`config.mk`:
```
export PLATFORM = sky130hd
export DESIGN_NAME = mem_port_arbiter
export DESIGN_NICKNAME = d
export VERILOG_FILES = /design/src/rtl/mem_port_arbiter.sv
export SDC_FILE = /design/constraint.sdc
export NUM_CORES = 1
export LEC_CHECK = 0
export CELL_PAD_IN_SITES_DETAIL_PLACEMENT = 0
export CELL_PAD_IN_SITES_GLOBAL_PLACEMENT = 1
export CORE_MARGIN = 1.5
export CORE_UTILIZATION = 31
export CTS_CLUSTER_SIZE = 10
export DETAILED_ROUTE_END_ITERATION = 7
export GPL_TIMING_DRIVEN = 0
export HOLD_SLACK_MARGIN = 0.12
export PLACE_DENSITY_LB_ADDON = 0.05
export SYNTH_ARGS = -nofsm -noshare
export SYNTH_HDL_FRONTEND = slang
export SYNTH_SLANG_ARGS = --single-unit
```
`constraint.sdc`:
```
create_clock -name clk -period 1.9 [get_ports clk]
set_input_delay 0.57 -clock clk [delete_from_list [all_inputs] [get_ports clk]]
set_output_delay 0.57 -clock clk [all_outputs]
set_load 0.005 [all_outputs]
```
`src/rtl/mem_port_arbiter.sv`:
```
// Round-robin arbiter sharing one single-ported memory between the fetch and data
// requesters; one access at a time through IDLE -> ISSUE -> WAIT -> DONE.
module mem_port_arbiter #(
    parameter int MEM_LAT = 2
) (
    input  logic        clk,
    input  logic        reset,
    input  logic        req_i,
    input  logic [15:0] addr_i,
    output logic        ack_i,
    input  logic        req_d,
    input  logic        we_d,
    input  logic        byte_d,
    input  logic [15:0] addr_d,
    input  logic [15:0] wdata_d,
    output logic        ack_d,
    output logic [15:0] rdata,
    output logic        misalign,
    output logic        mem_en,
    output logic        mem_we,
    output logic [1:0]  mem_be,
    output logic [14:0] mem_addr,
    output logic [15:0] mem_wdata,
    input  logic [15:0] mem_rdata
);

    typedef enum logic [1:0] {IDLE, ISSUE, WAIT, DONE} state_t;

    localparam logic [3:0] CNT_INIT = 4'(MEM_LAT - 1);

    state_t      state, state_nxt;
    logic        last_data, last_data_nxt;
    logic        grant_data, grant_nxt;
    logic [3:0]  cnt, cnt_nxt;
    logic        take, capture;
    logic        lat_we, lat_byte, lat_lsb;

    logic [15:0] sel_addr;
    logic [15:0] sel_wdata;
    logic        sel_we, sel_byte;

    always_ff @(posedge clk) begin
        if (reset) begin
            state      <= IDLE;
            last_data  <= 1'b1;
            grant_data <= 1'b0;
            cnt        <= 4'd0;
        end else begin
            state      <= state_nxt;
            last_data  <= last_data_nxt;
            grant_data <= grant_nxt;
            cnt        <= cnt_nxt;
        end
    end

    // On a tie the side that was not served last wins; a lone requester always wins.
    always_comb begin
        state_nxt     = state;
        last_data_nxt = last_data;
        grant_nxt     = grant_data;
        cnt_nxt       = cnt;
        take          = 1'b0;
        capture       = 1'b0;
        mem_en        = 1'b0;
        ack_i         = 1'b0;
        ack_d         = 1'b0;
        misalign      = 1'b0;
        case (state)
            IDLE: begin
                if (req_i || req_d) begin
                    take          = 1'b1;
                    grant_nxt     = req_d & (~req_i | ~last_data);
                    last_data_nxt = req_d & (~req_i | ~last_data);
                    state_nxt     = ISSUE;
                end
            end
            ISSUE: begin
                mem_en    = 1'b1;
                cnt_nxt   = CNT_INIT;
                state_nxt = WAIT;
            end
            WAIT: begin
                if (cnt == 4'd0) begin
                    capture   = ~lat_we;
                    state_nxt = DONE;
                end else begin
                    cnt_nxt = cnt - 4'd1;
                end
            end
            DONE: begin
                ack_i     = ~grant_data;
                ack_d     = grant_data;
                misalign  = ~lat_byte & lat_lsb;
                state_nxt = IDLE;
            end
            default: state_nxt = IDLE;
        endcase
    end

    assign sel_addr  = grant_nxt ? addr_d : addr_i;
    assign sel_wdata = grant_nxt ? wdata_d : 16'h0000;
    assign sel_we    = grant_nxt & we_d;
    assign sel_byte  = grant_nxt & byte_d;

    // Memory-side command is registered at grant time and held until the next grant.
    always_ff @(posedge clk) begin
        if (reset) begin
            mem_addr  <= 15'h0000;
            mem_we    <= 1'b0;
            mem_be    <= 2'b00;
            mem_wdata <= 16'h0000;
            lat_we    <= 1'b0;
            lat_byte  <= 1'b0;
            lat_lsb   <= 1'b0;
            rdata     <= 16'h0000;
        end else begin
            if (take) begin
                mem_addr  <= sel_addr[15:1];
                mem_we    <= sel_we;
                mem_be    <= sel_byte ? (sel_addr[0] ? 2'b10 : 2'b01) : 2'b11;
                mem_wdata <= sel_byte ? {sel_wdata[7:0], sel_wdata[7:0]} : sel_wdata;
                lat_we    <= sel_we;
                lat_byte  <= sel_byte;
                lat_lsb   <= sel_addr[0];
            end
            if (capture) begin
                rdata <= lat_byte ? {8'h00, (lat_lsb ? mem_rdata[15:8] : mem_rdata[7:0])}
                                  : mem_rdata;
            end
        end
    end

endmodule
```
==> flow_summary.yaml <==
floorplanning:
  placementRows: 34
  dieArea_um2: 9841
  die_width_um: 99.20
  fp.dieH_um: 99.20
  io_pins: 124
  initial_core_util_pct: 32.42
  core_area_um2: 8848
cts:
  clk_latency_ns: 0.34
  hold_buffers: 0
  cts_made_buffers: 9
  cts_tree: "done"
  cts_buffer_depth: 2
  cts_htree_levels: 3
  cts_root_buf: "clkbuf_8"
  cts.sinks: 60
  path_clk_slew_ns: 0.07
power:
  total_power_mw: 5.147
  combinationalPowerShare_pct: 45.4
  switching_share_pct: 36.08
  power_leakage_nw: 1.660
  power_frac_clock_pct: 19.9
  power.density_nw_per_um2: 1147
  power.switching_mw: 1.857
  max-vdd-ir-drop_mv: 0.5134
  power_frac_seq_pct: 34.7
  p_int_mw: 3.290
synthesis:
  synth_common_cells: "dfxtp_1 (60), nor2_1 (37), a211oi_1 (18), a21oi_1 (18), a32oi_1 (18)"
  synth-simple-area-share_pct: 12.52
  netlist_area_um2: 2869
  synth-seq-area-share_pct: 41.87
  ys_ff_latch: 60
  yosysTopAreaCell: "dfxtp_1"
  syn_nets: 381
  synth_compound_area_share_pct: 29.83
  async_flop_share_pct: 0
  synthXorXnorAreaFrac_pct: 0
  syn_area_per_cell_um2: 9.438
  synth_top_family_by_area: "compound AO/OA/AOI/OAI gates"
  yosysTopAreaCellShare_pct: 41.87
  synth.most_common_cell: "dfxtp_1"
  synth_area_leaders: "dfxtp_1 (42%), a32oi_1 (5.5%), a2111oi_0 (4.9%), nor2_1 (4.8%), a211oi_1 (4.7%)"
  synth_flop_cell: "dfxtp_1"
  synthDistinctLibCells: 40
  synth_edf_count: 0
  muxShareOfSynthArea_pct: 6.280
  postSynthCellCount: 304
  yosysWarnings: 0
  synth_adder_area_share_pct: 3.053
setup_path:
  cp_max_fo: 3
  critPathTopFamily: "flip-flops"
  required_ns: 1.33
  crit_cells: 3
  crit_chain: "ha_4 > and3b_1 > dlygate4sd2_1"
  r2r_start: "state[0]"
  critPathMaxStageDelay_ns: 0.36
  startpoint_type: "flip-flop"
  crit_type: "reg2out"
  setup.worst_path.end_class: "primary output"
  worst-path-buf-inv: 1
  critPathSlowestCell: "dfxtp_4"
  r2r.worst_path.cells: 6
  r2r_slack_ns: 0.14
  rr_endpoint: "mem_addr[8]"
  critPathArrivalTime_ns: 1.25
sta:
  max_slew.worst_pin.slew_ns: 0.5764
  setup_violations: 0
  fmax_mhz: 547.9
  fin_skew_ns: 0.007244
  finalCritPeriodShare_pct: 96.05
  drv_slew: 0
  finalHoldViolCount: 0
  min_period_ns: 1.825
  slew_headroom_pct: 61.57
  setup_tns_ns: 0
  rsz0062_at_grt: "no"
route:
  postRouteWirelength_um: 9062
  drtIter0Drc: 115
  via_per_inst: 5.277
  wl_per_cell_um: 16.51
  drc: 0
  num_vias: 2897
  drtAntennaViolNets: 0
  first_pass_iters: 4
final_layout:
  layout.nets: 514
  nFillCells: 851
  area_growth_pct: 56.43
  utilization_pct: 50.72
  drive_above_1_share_pct: 13.83
  diodes: 0
placed_design:
  gp_congestion: 0.7543
  io_buffers: 122
  hpwl_um: 6468
hold_path:
  holdCritStartpoint: "rdata[12]"
  worstHoldEndpoint: "rdata[12]"
  hold_path_class: "reg2reg"
  hold_depth: 2
grt:
  antenna_found_initial: 0
  grt_overflow: 0
  grt_pass1_wl_um: 14070
  grt_start_max_net_pins: 12
  gr-usage-all-layers_pct: 17.97
  grt_pass1_vias: 2803
flow_run:
  drv_cap: 0
outcome:
  status: "finished, final reports clean"
[metal layers]
layer  part of all wire, %  vias up  global-route usage [%]
met5                     0        -                       0
met4                   1.0        0                   5.200
met3                   6.4       10                   5.060
met2                    45       87                   27.82
met1                    47     1370                   24.47
li1                      -     1430                       -
[layout by cell type (no fill, tap or decap), types with 3 or more instances in the layout]
cell type,instances
buf_4,3
a211oi_1,18
nand4b_1,9
nor2_1,37
ha_1,4
nand2_1,3
and2_1,3
o21bai_1,16
a2111oi_2,5
clkbuf_8,11
clkdlybuf4s50_1,117
a21oi_1,18
a2111oi_0,6
inv_1,7
clkbuf_1,12
clkbuf_2,5
buf_2,10
mux2_2,8
o21ai_0,8
clkbuf_4,3
dlygate4sd2_1,4
dfxtp_1,57
mux2i_1,9
a311oi_1,11
a2111oi_1,5
a32oi_1,18
[area by class of cell]
class                      instances  area (µm²)  share of cell area, %
tap                              108       135.1                  3.011
timing repair buffer             125        1241                  27.66
inverter                           8       30.03                 0.6691
clock inverter                     2       10.01                 0.2230
multi-input combinational        203        1550                  34.54
buffer                            30       155.1                  3.457
clock buffer                      13       158.9                  3.541
sequential                        60        1207                  26.90
[worst max path at each step]
stage / from / to / slack [ns]
final: state[1] / misalign / 0.08
after global placement: req_i / mem_addr[11] / -0.42
after detailed placement: byte_d / mem_wdata[9] / -0.44
after floorplan: byte_d / mem_wdata[10] / 0.32
after CTS: state[0] / rdata[11] / 0.004
after global routing: req_d / mem_wdata[12] / 0.01
[repair_timing]
item	in CTS	in global routing
buffers inserted	2	1
setup endpoints to repair	23	34
gates resized for setup	13	29
pin swaps	1	1
[registers in the layout, indices dropped and copies added (netlist names)]
name	flops
grant_data	1
rdata	16
lat_lsb	1
state	2
cnt	4
lat_byte	1
mem_addr	15
mem_be	2
last_data	1
mem_wdata	16
lat_we	1
[per-stage QoR]
step	area (µm²)	cells	setup WS [ns]	hold slack, ns
5_1_grt	4488	549	0.01056	0.5067
2_1_floorplan	2869	304	0.3186	0.4659
6_report	4488	549	0.07500	0.4779
4_1_cts	4425	549	0.004390	0.4834
3_3_place_gp	4225	534	-0.4219	0.4664
3_5_place_dp	4225	534	-0.4371	0.4699
[power groups by stage]
stage          Sequential (mW)  Combinational [mW]  Clock (mW)
2_1_floorplan             1.77                1.18           0
3_3_place_gp              1.79                2.22           0
3_5_place_dp              1.78                2.23           0
4_1_cts                   1.78                2.27        1.05
5_1_grt                   1.82                2.57        1.11
6_report                  1.79                2.34        1.02
[logic make-up after synthesis]
group | count (synthesis)
compound gates | 113
fa+ha+maj | 7
buf+inv | 41
flops | 60
mux | 17
simple gates | 66
[worst reg2reg max path: stages, from the launching register on]
cell       delay, ns
dfxtp_2         0.34
inv_1           0.13
ha_2            0.28
inv_1           0.14
clkbuf_2        0.26
a2111oi_1       0.42
a211oi_1        0.08
(Power assumes the default switching activity.)
